`src/rtl/sat_engine_pkg.sv`:
```
// Shared Sat Engine definitions: solve-loop state encoding and per-bin result codes.
package sat_engine_pkg;

  localparam logic [3:0] ST_IDLE      = 4'd0;
  localparam logic [3:0] ST_LOAD      = 4'd1;
  localparam logic [3:0] ST_DECIDE    = 4'd2;
  localparam logic [3:0] ST_W_DECIDE  = 4'd3;
  localparam logic [3:0] ST_IMPLY     = 4'd4;
  localparam logic [3:0] ST_ANALYZE   = 4'd5;
  localparam logic [3:0] ST_W_ANALYZE = 4'd6;
  localparam logic [3:0] ST_BKT       = 4'd7;
  localparam logic [3:0] ST_DONE      = 4'd8;

  typedef enum logic [3:0] {
    S_IDLE      = ST_IDLE,
    S_LOAD      = ST_LOAD,
    S_DECIDE    = ST_DECIDE,
    S_W_DECIDE  = ST_W_DECIDE,
    S_IMPLY     = ST_IMPLY,
    S_ANALYZE   = ST_ANALYZE,
    S_W_ANALYZE = ST_W_ANALYZE,
    S_BKT       = ST_BKT,
    S_DONE      = ST_DONE
  } solve_state_t;

  localparam logic [1:0] RES_SAT     = 2'd0;
  localparam logic [1:0] RES_BKT_OUT = 2'd1;
  localparam logic [1:0] RES_UNSAT   = 2'd2;
  localparam logic [1:0] RES_TIMEOUT = 2'd3;

  // States that wait on a state_list response and are therefore watched by the watchdog.
  function automatic logic is_wait_state(input solve_state_t s);
    return s inside {S_IMPLY, S_W_DECIDE, S_W_ANALYZE, S_BKT};
  endfunction

endpackage

```
`src/rtl/sat_counter16.sv`:
```
// Saturating 16-bit event counter with synchronous clear and count enable.
module sat_counter16 (
  input  logic        clk,
  input  logic        rst,
  input  logic        clr,
  input  logic        en,
  output logic [15:0] count
);

  // Count enabled events, sticking at all-ones; clear wins over enable.
  always_ff @(posedge clk) begin
    if (!rst) begin
      count <= 16'd0;
    end else if (clr) begin
      count <= 16'd0;
    end else if (en && (count != 16'hFFFF)) begin
      count <= count + 16'd1;
    end
  end

endmodule

```
`src/rtl/bin_solve_ctrl.sv`:
```
// Per-bin solve-loop sequencer between the bin manager and state_list.
import sat_engine_pkg::*;

module bin_solve_ctrl #(
  parameter int WIDTH_LVL    = 16,
  parameter int WIDTH_BIN_ID = 10,
  parameter int WIDTH_WDOG   = 8
) (
  input  logic                    clk,
  input  logic                    rst,
  input  logic                    start_bin_i,
  input  logic [WIDTH_BIN_ID-1:0] cur_bin_num_i,
  input  logic [WIDTH_LVL-1:0]    base_lvl_i,
  input  logic [WIDTH_LVL-1:0]    load_lvl_i,
  output logic                    done_bin_o,
  output logic [1:0]              bin_result_o,
  output logic [WIDTH_BIN_ID-1:0] bkt_bin_o,
  output logic [WIDTH_LVL-1:0]    bkt_lvl_o,
  output logic                    busy_o,
  output logic [15:0]             n_decisions_o,
  output logic [15:0]             n_conflicts_o,
  output logic                    base_lvl_en_o,
  output logic                    load_lvl_en_o,
  output logic [WIDTH_LVL-1:0]    base_lvl_o,
  output logic [WIDTH_LVL-1:0]    load_lvl_o,
  output logic                    start_decision_o,
  input  logic                    done_decision_i,
  input  logic                    all_assigned_i,
  input  logic [WIDTH_LVL-1:0]    cur_lvl_i,
  output logic                    apply_imply_o,
  input  logic                    done_imply_i,
  input  logic                    find_conflict_i,
  output logic                    apply_analyze_o,
  input  logic                    done_analyze_i,
  input  logic [WIDTH_BIN_ID-1:0] bkt_bin_i,
  input  logic [WIDTH_LVL-1:0]    bkt_lvl_i,
  output logic                    apply_bkt_cur_bin_o,
  input  logic                    done_bkt_cur_bin_i
);

  // Watchdog fires on the edge that would take the count to all-ones.
  localparam logic [WIDTH_WDOG-1:0] WDOG_LAST = {{(WIDTH_WDOG-1){1'b1}}, 1'b0};

  solve_state_t state, state_nxt;
  logic [WIDTH_WDOG-1:0]   wdog;
  logic [WIDTH_BIN_ID-1:0] cur_bin;
  logic                    wdog_hit;
  logic                    start_acc, conf_inc, dec_inc, bkt_latch, res_set;
  logic [1:0]              res_nxt;

  assign wdog_hit = (wdog == WDOG_LAST);

  // State register.
  always_ff @(posedge clk) begin
    if (!rst) state <= S_IDLE;
    else      state <= state_nxt;
  end

  // Next-state decode plus the side effects of each transition.
  always_comb begin
    state_nxt = state;
    start_acc = 1'b0;
    conf_inc  = 1'b0;
    dec_inc   = 1'b0;
    bkt_latch = 1'b0;
    res_set   = 1'b0;
    res_nxt   = RES_SAT;
    case (state)
      S_IDLE: begin
        if (start_bin_i) begin
          start_acc = 1'b1;
          state_nxt = S_LOAD;
        end
      end
      S_LOAD:    state_nxt = S_IMPLY;
      S_IMPLY: begin
        if (find_conflict_i) begin
          conf_inc = 1'b1;
          if (cur_lvl_i == '0) begin
            res_set   = 1'b1;
            res_nxt   = RES_UNSAT;
            state_nxt = S_DONE;
          end else begin
            state_nxt = S_ANALYZE;
          end
        end else if (done_imply_i) begin
          state_nxt = S_DECIDE;
        end else if (wdog_hit) begin
          res_set   = 1'b1;
          res_nxt   = RES_TIMEOUT;
          state_nxt = S_DONE;
        end
      end
      S_DECIDE:  state_nxt = S_W_DECIDE;
      S_W_DECIDE: begin
        if (done_decision_i) begin
          if (all_assigned_i) begin
            res_set   = 1'b1;
            res_nxt   = RES_SAT;
            state_nxt = S_DONE;
          end else begin
            dec_inc   = 1'b1;
            state_nxt = S_IMPLY;
          end
        end else if (wdog_hit) begin
          res_set   = 1'b1;
          res_nxt   = RES_TIMEOUT;
          state_nxt = S_DONE;
        end
      end
      S_ANALYZE: state_nxt = S_W_ANALYZE;
      S_W_ANALYZE: begin
        if (done_analyze_i) begin
          bkt_latch = 1'b1;
          if (bkt_bin_i != cur_bin) begin
            res_set   = 1'b1;
            res_nxt   = RES_BKT_OUT;
            state_nxt = S_DONE;
          end else begin
            state_nxt = S_BKT;
          end
        end else if (wdog_hit) begin
          res_set   = 1'b1;
          res_nxt   = RES_TIMEOUT;
          state_nxt = S_DONE;
        end
      end
      S_BKT: begin
        if (done_bkt_cur_bin_i) begin
          state_nxt = S_IMPLY;
        end else if (wdog_hit) begin
          res_set   = 1'b1;
          res_nxt   = RES_TIMEOUT;
          state_nxt = S_DONE;
        end
      end
      S_DONE:    state_nxt = S_IDLE;
      default:   state_nxt = S_IDLE;
    endcase
  end

  // Watchdog: restarts on every state change, counts only while waiting on state_list.
  always_ff @(posedge clk) begin
    if (!rst)                       wdog <= '0;
    else if (state_nxt != state)    wdog <= '0;
    else if (is_wait_state(state))  wdog <= wdog + 1'b1;
  end

  // Registered outputs decoded from the next state, plus latched bin/level/result data.
  always_ff @(posedge clk) begin
    if (!rst) begin
      done_bin_o          <= 1'b0;
      bin_result_o        <= RES_SAT;
      bkt_bin_o           <= '0;
      bkt_lvl_o           <= '0;
      busy_o              <= 1'b0;
      base_lvl_en_o       <= 1'b0;
      load_lvl_en_o       <= 1'b0;
      base_lvl_o          <= '0;
      load_lvl_o          <= '0;
      cur_bin             <= '0;
      start_decision_o    <= 1'b0;
      apply_imply_o       <= 1'b0;
      apply_analyze_o     <= 1'b0;
      apply_bkt_cur_bin_o <= 1'b0;
    end else begin
      busy_o              <= (state_nxt != S_IDLE);
      base_lvl_en_o       <= (state_nxt == S_LOAD);
      load_lvl_en_o       <= (state_nxt == S_LOAD);
      start_decision_o    <= (state_nxt == S_DECIDE);
      apply_imply_o       <= (state_nxt == S_IMPLY);
      apply_analyze_o     <= (state_nxt == S_ANALYZE);
      apply_bkt_cur_bin_o <= (state_nxt == S_BKT);
      done_bin_o          <= (state_nxt == S_DONE);
      if (start_acc) begin
        cur_bin      <= cur_bin_num_i;
        base_lvl_o   <= base_lvl_i;
        load_lvl_o   <= load_lvl_i;
        bin_result_o <= RES_SAT;
      end
      if (res_set)   bin_result_o <= res_nxt;
      if (bkt_latch) begin
        bkt_bin_o <= bkt_bin_i;
        bkt_lvl_o <= bkt_lvl_i;
      end
    end
  end

  sat_counter16 u_dec_cnt (
    .clk   (clk),
    .rst   (rst),
    .clr   (start_acc),
    .en    (dec_inc),
    .count (n_decisions_o)
  );

  sat_counter16 u_conf_cnt (
    .clk   (clk),
    .rst   (rst),
    .clr   (start_acc),
    .en    (conf_inc),
    .count (n_conflicts_o)
  );

endmodule

```
`config.mk`:
```
export PLATFORM = sky130hd
export DESIGN_NAME = bin_solve_ctrl
export DESIGN_NICKNAME = d
export VERILOG_FILES = /design/src/rtl/sat_engine_pkg.sv /design/src/rtl/sat_counter16.sv /design/src/rtl/bin_solve_ctrl.sv
export SDC_FILE = /design/constraint.sdc
export NUM_CORES = 1
export LEC_CHECK = 0
export BUFFER_PORTS_ARGS = -buffer_cell sky130_fd_sc_hd__clkbuf_2
export CAP_MARGIN = 20
export CORE_MARGIN = 3
export CORE_UTILIZATION = 45
export CTS_BUF_LIST = sky130_fd_sc_hd__clkbuf_8
export CTS_CLUSTER_DIAMETER = 40
export DETAILED_ROUTE_END_ITERATION = 8
export PLACE_DENSITY = 0.85
export REMOVE_ABC_BUFFERS = 1
export SLEW_MARGIN = 30
export SYNTH_ARGS = -nofsm -noshare
export SYNTH_HDL_FRONTEND = slang
export SYNTH_SLANG_ARGS = --single-unit
```
`constraint.sdc`:
```
create_clock -name clk -period 2.8 [get_ports clk]
set_input_delay 0.42 -clock clk [delete_from_list [all_inputs] [get_ports clk]]
set_output_delay 0.42 -clock clk [all_outputs]
set_load 0.02 [all_outputs]
```
==> results of run 1 <==
[flip-flops by register name (all words and copies together), names as in the netlist]
register	cells
state	4
apply_imply_o	1
u_dec_cnt.count	16
apply_bkt_cur_bin_o	1
apply_analyze_o	1
load_lvl_o	16
u_conf_cnt.count	16
bkt_lvl_o	16
load_lvl_en_o	1
wdog	8
start_decision_o	1
done_bin_o	1
busy_o	1
cur_bin	10
bkt_bin_o	10
base_lvl_o	16
bin_result_o	2
[synthesized netlist by cell type (all sizes together), types with 2 or more instances]
| library cell | instances |
|---|---|
| buf | 5 |
| xnor2 | 15 |
| ha | 4 |
| nor2b | 3 |
| nor2 | 48 |
| o211ai | 2 |
| nand2b | 2 |
| and2 | 2 |
| nor3b | 4 |
| clkbuf | 26 |
| nor3 | 13 |
| nor4 | 10 |
| o21ai | 6 |
| o31a | 2 |
| nand4b | 2 |
| xor2 | 26 |
| and3 | 3 |
| or3 | 6 |
| a21oi | 76 |
| nor4b | 3 |
| nand4 | 16 |
| a311oi | 3 |
| nand3 | 18 |
| a31oi | 5 |
| nand2 | 155 |
| o211a | 4 |
| dfxtp | 121 |
| inv | 14 |
| and4 | 2 |
[through the flow]
| step | power (mW) | instance area, µm² | instances | setup WS, ns |
|---|---|---|---|---|
| 2_1_floorplan | 2.183 | 4898 | 579 | 0.2023 |
| 3_3_place_gp | 2.392 | 6130 | 923 | 0.3834 |
| 3_5_place_dp | 2.404 | 6130 | 923 | 0.2864 |
| 4_1_cts | 3.763 | 6477 | 955 | 0.4978 |
| 5_1_grt | 3.905 | 6477 | 955 | 0.2640 |
| 6_report | 3.726 | 6477 | 955 | 0.5192 |
[final cells by class]
class / instances / area (µm²)
fillers: 1008 / 4410
multi-input cells: 444 / 2429
flip-flops and latches: 121 / 2422
repair buffers: 204 / 1051
clock buffers: 17 / 234.0
well taps: 140 / 175.2
clock inverters: 15 / 113.9
inverters: 14 / 52.55
[worst max path at each step]
stage / startpoint / to / slack (ns) / cells after the start
6_report: cur_bin[7] / wdog[4] / 0.52 / 6
3_5_place_dp: bkt_bin_i[7] / wdog[5] / 0.29 / 7
4_1_cts: cur_bin[7] / wdog[4] / 0.50 / 6
2_1_floorplan: state[3] / u_conf_cnt.count[0] / 0.20 / 4
5_1_grt: cur_bin[7] / wdog[2] / 0.26 / 6
3_3_place_gp: bkt_bin_i[7] / wdog[4] / 0.38 / 7
[layout by cell type, fill, tap and decap left out, types with 6 or more instances in the layout]
cell type,n
a21oi_1,76
buf_4,12
clkbuf_2,192
clkbuf_8,17
dfxtp_1,121
inv_1,13
inv_6,6
nand2_1,155
nand3_1,17
nand4_1,15
nor2_1,48
nor3_1,13
nor4_1,8
xnor2_1,15
xor2_1,26
[power by group through the flow]
stage          clock [mW]  sequential [mW]  combinational, mW
2_1_floorplan           0             1.93              0.248
3_3_place_gp            0             1.87              0.518
3_5_place_dp            0             1.88              0.527
4_1_cts              1.39             1.84              0.531
5_1_grt              1.47             1.85              0.587
6_report             1.36             1.84              0.529
[critical path, stage by stage, from the launching register on]
cell and delay, ns:
dfxtp_1 0.32, xor2_1 0.14, nor4_1 0.55, a31oi_1 0.26, nor4_4 0.46, o21ai_2 0.23
nor3b_1 0.23
[cell families after synthesis]
kind of cell | count (synthesis) | synth area share
compound gates | 106 | 0.1280
flops | 121 | 0.4804
buf+inv | 45 | 0.03896
xor+xnor | 41 | 0.07122
mux | 1 | 0.001985
fa+ha+maj | 4 | 0.009926
simple gates | 292 | 0.2695
[metal layers]
metal	vias to the layer above	wire, µm	global-route usage	share of wire
li1	2462	-	-	-
met2	175	6942	0.3837	0.51
met4	0	267	0.08029	0.020
met1	2284	5351	0.2510	0.39
met3	21	1073	0.06793	0.079
met5	-	0	0	0
==> key figures, run 1 <==
Clock tree
  – CTS tree: done
  – Clock Sinks: 121
  – Postcts setup bufs: 0
  – # resized after CTS: 0
  – Clk slew on worst S/H paths: 0.08 ns
  – Root buf cell: clkbuf_8
  – Worst-Skew Late Latency: 0.42 ns
  – CTS Hold Buffers Added: 0
  – CTS H-tree depth: 4
  – Clock Path Buffers: 2
  – Num CTS Buffers: 17

Global route
  – GRT Total Usage: 0.2192
  – Pin count of the biggest net entering global routing: 44
  – Initial antenna violation count: 0
  – Total gr overflow: 0
  – Number of global-route vias before repair: 4755
  – First-pass GRT wire length: 22.43 mm

Worst setup path
  – Crit path kind: flop to flop
  – Crit path DAT: 2.61 ns
  – Worst-path fanout max: 8
  – Critical path data required time: 3.13 ns
  – Reg2reg end: wdog[4]
  – Worst R2R Start: cur_bin[7]
  – R2r setup slk: 0.52 ns
  – Reg2Reg Depth: 6
  – CP endpoint kind: flop
  – CP Launch Type: flop

Pwr
  – Cell Pwr Density: 575.3 nW/µm²
  – Worst VDD drop: 0.3518 mV
  – Sequential share of power: 0.493
  – Sw Share: 0.3016
  – Leakage: 2.754 nW
  – P_int: 2.603 mW
  – Sw power: 1.124 mW
  – Comb pwr share: 0.142
  – Clock network power share: 0.365

Final layout
  – Share of cells above drive strength 1: 0.3043
  – Fin util: 0.5949
  – Antenna diodes: 0
  – Nets: 899
  – P&R area growth vs syn: 28.46%

Synthesis
  – Cells after synthesis: 610
  – Register area share after synthesis: 0.4804
  – YS warnings: 0
  – Post-synth EDFFs: 0
  – Main area contributors after synthesis: dfxtp_1 (48%), nand2_1 (12%), a21oi_1 (7.5%), xor2_1 (4.5%), nor2_1 (3.6%)
  – Top cell type's share of synthesized area: 0.4804
  – Dominant synthesized flop cell: dfxtp_1
  – Yosys reg bits: 121
  – Largest area contributor in the netlist: dfxtp_1
  – Cell Area, Synth: 5042 µm²
  – Synth unique cells: 51
  – Syn avg cell area: 8.266 µm²
  – Fraction of registers with async set/reset: 0

Route
  – Routed Antenna Nets: 0
  – DR DRC count: 0
  – Via count: 4942
  – Routed WL: 13.64 mm
  – Drt first pass iters: 5
  – WL/cell: 14.28 µm
  – DR iter-0 viols: 310
  – Vias per cell: 5.175

STA
  – Worst slew pin tran: 0.6800 ns
  – Hold_ws: 0.2076 ns
  – Final setup skew: 0.01340 ns
  – Pins Over Slew Limit: 0
  – Max Clock Freq: 438.4 MHz
  – Period utilisation layout: 0.8146
  – RSZ-0062 raised after global routing: no
  – Finish-stage setup viols: 0
  – Setup TNS: 0 ns
  – Tmin final: 2.281 ns
  – Final Hold Fails: 0
  – Worst slew margin: 0.5425

Min path
  – Hold Crit Start: load_lvl_i[14]
  – Worst hold path depth: 3
  – Worst hold path type: input pin to flop
  – WHS Endpoint: load_lvl_o[14]

Die
  – I/O Pins: 193
  – Core Area: 10890 µm²
  – # rows: 38
  – Initial Util: 0.4631
  – Die height: 111.9 µm
  – Die area: 12510 µm²
  – Die width: 111.9 µm

Flow run
  – Max-capacitance violation count: 0

Place
  – Routability cong.: 0.8616
  – Post-DP HPWL: 10.22 mm
  – PortBufs: 192

Run status
  – Status: complete, no violations
No activity file was read; power rests on OpenSTA's default activity.
==> inputs of run 2 (changes only) <==
==> constraint.sdc (replaced) <==
create_clock -name clk -period 2.35 [get_ports clk]
set_input_delay 0.3525 -clock clk [delete_from_list [all_inputs] [get_ports clk]]
set_output_delay 0.3525 -clock clk [all_outputs]
set_load 0.02 [all_outputs]
==> run 2 against run 1 <==
- worst setup slack got worse by 0.38 ns
- first-iteration DRC count fell by 22%
- non-clock buffer count grew 12
- cell area increased by 1.2%
- largest power group unchanged
- core utilization up 0.71 points
- global-route usage is 0.48 points lower
- critical path type unchanged
- highest routed layer unchanged
- combinational power rose by 20%
- power rose by 19%
==> key figures, run 2 (synthesis gave the netlist of run 1 again) <==
Final layout
  – Share of cells above drive strength 1: 0.3136
  – Fillers: 944
  – Nets: 911
  – Most common cell after layout, fill and taps aside: clkbuf_2
  – Commonest cells after routing, fill and taps aside: clkbuf_2 (192), nand2_1 (155), dfxtp_1 (121)
  – P&R area growth vs syn: 30.00%
  – Antenna diodes: 0

Route
  – DR DRC count: 0
  – DR iter-0 viols: 241
  – Routed WL: 13.46 mm
  – Routed Antenna Nets: 0
  – Vias per cell: 5.034
  – Via count: 4863
  – WL/cell: 13.94 µm
  – Drt first pass iters: 4

Worst setup path
  – Largest delay share family, worst path: simple AND/OR/NAND/NOR gates
  – Slowest CP cell: dfxtp_1
  – Crit path DAT: 2.54 ns
  – Reg2Reg Depth: 6
  – WP buf/inv: 0
  – Worst-path cell chain: nand2_1, and4b_1, o31a_1, nor4_4, o21ai_2, nor3b_1
  – Worst-path fanout max: 10
  – CP Launch Type: flop
  – Levels on crit path: 6
  – Critical path data required time: 2.68 ns
  – Crit path kind: flop to flop
  – CP endpoint kind: flop
  – Worst path max stage delay: 0.51 ns

Clock tree
  – Clk slew on worst S/H paths: 0.08 ns
  – Clock Path Buffers: 2
  – # resized after CTS: 0
  – CTS tree: done
  – Num CTS Buffers: 17
  – Clock Sinks: 121
  – Worst-Skew Late Latency: 0.42 ns
  – Root buf cell: clkbuf_8
  – CTS H-tree depth: 4

Place
  – Routability cong.: 0.8490
  – Post-DP HPWL: 10.04 mm
  – Dpl ws: -0.04309 ns
  – PortBufs: 192

Pwr
  – Leakage: 2.809 nW
  – Worst VDD drop: 0.5724 mV
  – Tot Pwr: 4.419 mW
  – Cell Pwr Density: 674.2 nW/µm²

STA
  – Final setup skew: 0.01367 ns
  – Hold_ws: 0.1418 ns
  – Finish-stage setup viols: 0
  – Worst slew pin tran: 0.5642 ns
  – Final Hold Fails: 0
  – Tmin final: 2.207 ns
  – RSZ-0062 raised after global routing: no
  – Worst slew margin: 0.6222
  – Setup WS post-layout: 0.1431 ns
  – Period utilisation layout: 0.9391
  – Setup TNS: 0 ns
  – Pins Over Slew Limit: 0
  – Max Clock Freq: 453.1 MHz

Die
  – Initial Util: 0.4631
  – I/O Pins: 193
  – Die height: 111.9 µm
  – Core Area: 10890 µm²
  – Die area: 12510 µm²
  – # rows: 38
  – Die width: 111.9 µm

Min path
  – Worst hold path type: input pin to flop
  – Worst hold path depth: 3

Global route
  – Total gr overflow: 0
  – Pin count of the biggest net entering global routing: 43
  – Initial antenna violation count: 0
  – Number of global-route vias before repair: 4692
  – GRT Total Usage: 0.2144
  – First-pass GRT wire length: 21.94 mm

Flow run
  – Max-capacitance violation count: 0

Run status
  – Status: complete, no violations
run 2: report_power, final:
group / internal (mW) / leakage, nW / total [mW] / switching (mW)
combinational: 0.236 / 1.67 / 0.634 / 0.398
sequential: 2.13 / 0.982 / 2.19 / 0.0565
clock: 0.725 / 0.160 / 1.59 / 0.870
total: 3.09 / 2.81 / 4.42 / 1.32
run 2: through the flow:
step	util	area, µm²	std cells
detailed placement	0.5692	6197	932
global placement	0.5692	6197	932
finish	0.6020	6555	966
global route	0.6020	6555	966
CTS	0.6000	6533	963
floorplan	-	4898	579
run 2: per-layer routing:
metal / global-route usage / share of wire
met3: 0.07283 / 0.069
met5: 0 / 0
met4: 0.05677 / 0.013
met1: 0.2560 / 0.41
met2: 0.3689 / 0.51
run 2: repair_timing:
action / in CTS / in global routing
hold buffers: 0 / 0
setup buffers: 0 / 3
setup endpoints to repair: 0 / 10
run 2: worst min-delay path, stage by stage:
cell	delay [ns]
clkbuf_2	0.08
nand2_1	0.04
a21oi_1	0.05
run 2: path summary, 6_finish.rpt:
path                                   start            to  slack [ns]
worst max-delay path                state[2]       wdog[1]        0.14
worst max register to register      state[2]       wdog[1]        0.14
worst min-delay path            bkt_lvl_i[7]  bkt_lvl_o[7]        0.14
worst min register to register  bkt_bin_o[9]  bkt_bin_o[9]        0.45
run 2: cell type report:
type | count | area [µm²] | area share
well taps | 140 | 175.2 | 0.02672
clock inverters | 14 | 101.3 | 0.01546
repair buffers | 216 | 1141 | 0.1741
multi-input cells | 444 | 2429 | 0.3705
clock buffers | 17 | 234.0 | 0.03569
inverters | 14 | 52.55 | 0.008017
flip-flops and latches | 121 | 2422 | 0.3695
==> inputs of run 3 (changes only) <==
--- a/config.mk
+++ b/config.mk
@@ -7,7 +7,7 @@
 export LEC_CHECK = 0
 export BUFFER_PORTS_ARGS = -buffer_cell sky130_fd_sc_hd__clkbuf_2
 export CAP_MARGIN = 20
-export CORE_MARGIN = 3
+export CORE_MARGIN = 5
 export CORE_UTILIZATION = 45
 export CTS_BUF_LIST = sky130_fd_sc_hd__clkbuf_8
 export CTS_CLUSTER_DIAMETER = 40
==> run 3 against run 2 <==
- critical path depth grew 1
- cell area grew 0.17%
- first-iteration DRC count grew 13%
- hold slack lost 0.0029 ns
- count of clock-buffer cells in the layout grew 2
- routed wire length grew 3.6%
- core utilization grew 0.10 points
- flip-flop and latch count is the same
- global-route usage shrank 0.74 points
- final cell count shrank 0.21%
==> key figures, run 3 (synthesis gave the netlist of run 1 again) <==
Run status
  – Status: complete, no violations

Min path
  – Hold Crit Start: base_lvl_i[12]
  – Worst hold path depth: 3
  – Worst hold path type: input pin to flop
  – WHS Endpoint: base_lvl_o[12]

Pwr
  – Sw Share: 0.2927
  – Sw power: 1.308 mW
  – Worst VDD drop: 0.5669 mV
  – P_int: 3.162 mW
  – Cell Pwr Density: 680.7 nW/µm²
  – Sequential share of power: 0.490
  – Comb pwr share: 0.143
  – Clock network power share: 0.367
  – Leakage: 2.817 nW

STA
  – Tmin final: 2.241 ns
  – Finish-stage setup viols: 0
  – Pins Over Slew Limit: 0
  – Setup WS post-layout: 0.1089 ns
  – RSZ-0062 raised after global routing: no
  – Worst slew margin: 0.5704
  – Period utilisation layout: 0.9537
  – Setup TNS: 0 ns
  – Worst slew pin tran: 0.6435 ns
  – Final Hold Fails: 0
  – Final setup skew: 0.01199 ns
  – Max Clock Freq: 446.2 MHz

Die
  – Core Area: 10890 µm²
  – # rows: 38
  – Die height: 115.9 µm
  – Die width: 115.9 µm
  – I/O Pins: 193
  – Die area: 13420 µm²
  – Initial Util: 0.4631

Global route
  – Initial antenna violation count: 0
  – Total gr overflow: 0
  – Number of global-route vias before repair: 4772
  – First-pass GRT wire length: 22.09 mm
  – Pin count of the biggest net entering global routing: 46
  – GRT Total Usage: 0.2069

Place
  – Routability cong.: 0.8927
  – Dpl ws: -0.05286 ns
  – Post-DP HPWL: 10.57 mm
  – PortBufs: 192

Route
  – Via count: 4981
  – Vias per cell: 5.167
  – Drt first pass iters: 5
  – DR DRC count: 0
  – Routed WL: 13.95 mm
  – WL/cell: 14.47 µm
  – DR iter-0 viols: 273
  – Routed Antenna Nets: 0

Clock tree
  – Clock Sinks: 121
  – Root buf cell: clkbuf_8
  – Clock Path Buffers: 2
  – Clk slew on worst S/H paths: 0.08 ns
  – Worst-Skew Late Latency: 0.42 ns
  – CTS tree: done
  – CTS H-tree depth: 4
  – Num CTS Buffers: 17

Flow run
  – Max-capacitance violation count: 0

Worst setup path
  – Reg2reg end: busy_o
  – CP Launch Type: flop
  – Crit path DAT: 2.55 ns
  – Worst-path fanout max: 10
  – Worst R2R Start: state[2]
  – Critical path data required time: 2.66 ns
  – Reg2Reg Depth: 7
  – R2r setup slk: 0.11 ns
  – Crit path kind: flop to flop
  – CP endpoint kind: flop

Final layout
  – P&R area growth vs syn: 30.22%
  – Nets: 908
  – Area of the multi-input gates: 2429 µm²
  – Fillers: 957
  – Area occupied by registers: 2422 µm²
  – Share of cells above drive strength 1: 0.3119
  – Most common cell after layout, fill and taps aside: clkbuf_2
  – Antenna diodes: 0
  – Commonest cells after routing, fill and taps aside: clkbuf_2 (192), nand2_1 (155), dfxtp_1 (121)
## run 3: changes by cell type in the layout (fill, tap and decap cells not counted), sizes merged
cell	delta
clkinv	+1
clkinvlp	-2
clkbuf	+2
buf	-3
## run 3: worst max path at each step
stage	start	endpoint	slack (ns)	cells after the start
global placement	cur_lvl_i[0]	wdog[1]	-0.005	7
finish	state[2]	busy_o	0.11	7
global route	state[1]	wdog[0]	0.04	6
detailed placement	cur_lvl_i[0]	wdog[1]	-0.05	7
floorplan	state[3]	u_conf_cnt.count[0]	-0.25	4
CTS	state[3]	wdog[1]	0.05	6
## run 3: metrics by stage
stage / hold slack (ns) / util / instances / instance area, µm² / power, mW
after floorplan: 0.4478 / - / 579 / 4898 / 2.601
after global placement: 0.4413 / 0.5690 / 930 / 6195 / 2.861
after detailed placement: 0.4454 / 0.5690 / 930 / 6195 / 2.874
after CTS: 0.1149 / 0.6017 / 962 / 6551 / 4.506
after global routing: 0.1211 / 0.6031 / 964 / 6566 / 4.681
final: 0.1389 / 0.6031 / 964 / 6566 / 4.470
## run 3: routing by layer
layer,vias to the layer above,wire [µm],track usage
met1,2261,5499,0.2355
met5,-,0,0
met3,34,1249,0.07990
met2,210,6862,0.3529
li1,2476,-,-
met4,0,337,0.07579
## run 3: worst max-delay path, stage by stage (launching register included)
cell     delay, ns
dfxtp_1       0.50
nand2_1       0.15
and4b_1       0.23
o31a_1        0.36
nor4_4        0.42
buf_4         0.18
inv_1         0.03
o31a_1        0.26
## run 3: layout make-up
cell class,count,area share
Multi-Input combinational cell,444,0.3699
Tap cell,140,0.02668
Timing Repair Buffer,213,0.1723
Clock buffer,19,0.03982
Clock inverter,13,0.01448
Sequential cell,121,0.3689
Inverter,14,0.008003
## run 3: power by group through the flow
stage	Clock, mW	Sequential (mW)	Combinational (mW)
finish	1.64	2.19	0.639
global route	1.77	2.20	0.710
CTS	1.67	2.19	0.641
detailed placement	0	2.24	0.637
global placement	0	2.23	0.627
floorplan	0	2.31	0.296
## run 3: repair_timing
item,CTS,global route
hold buffers,0,0
setup endpoints to repair,0,8
resized for setup,0,0
endpoints found under the hold margin,0,0
setup buffers,0,2
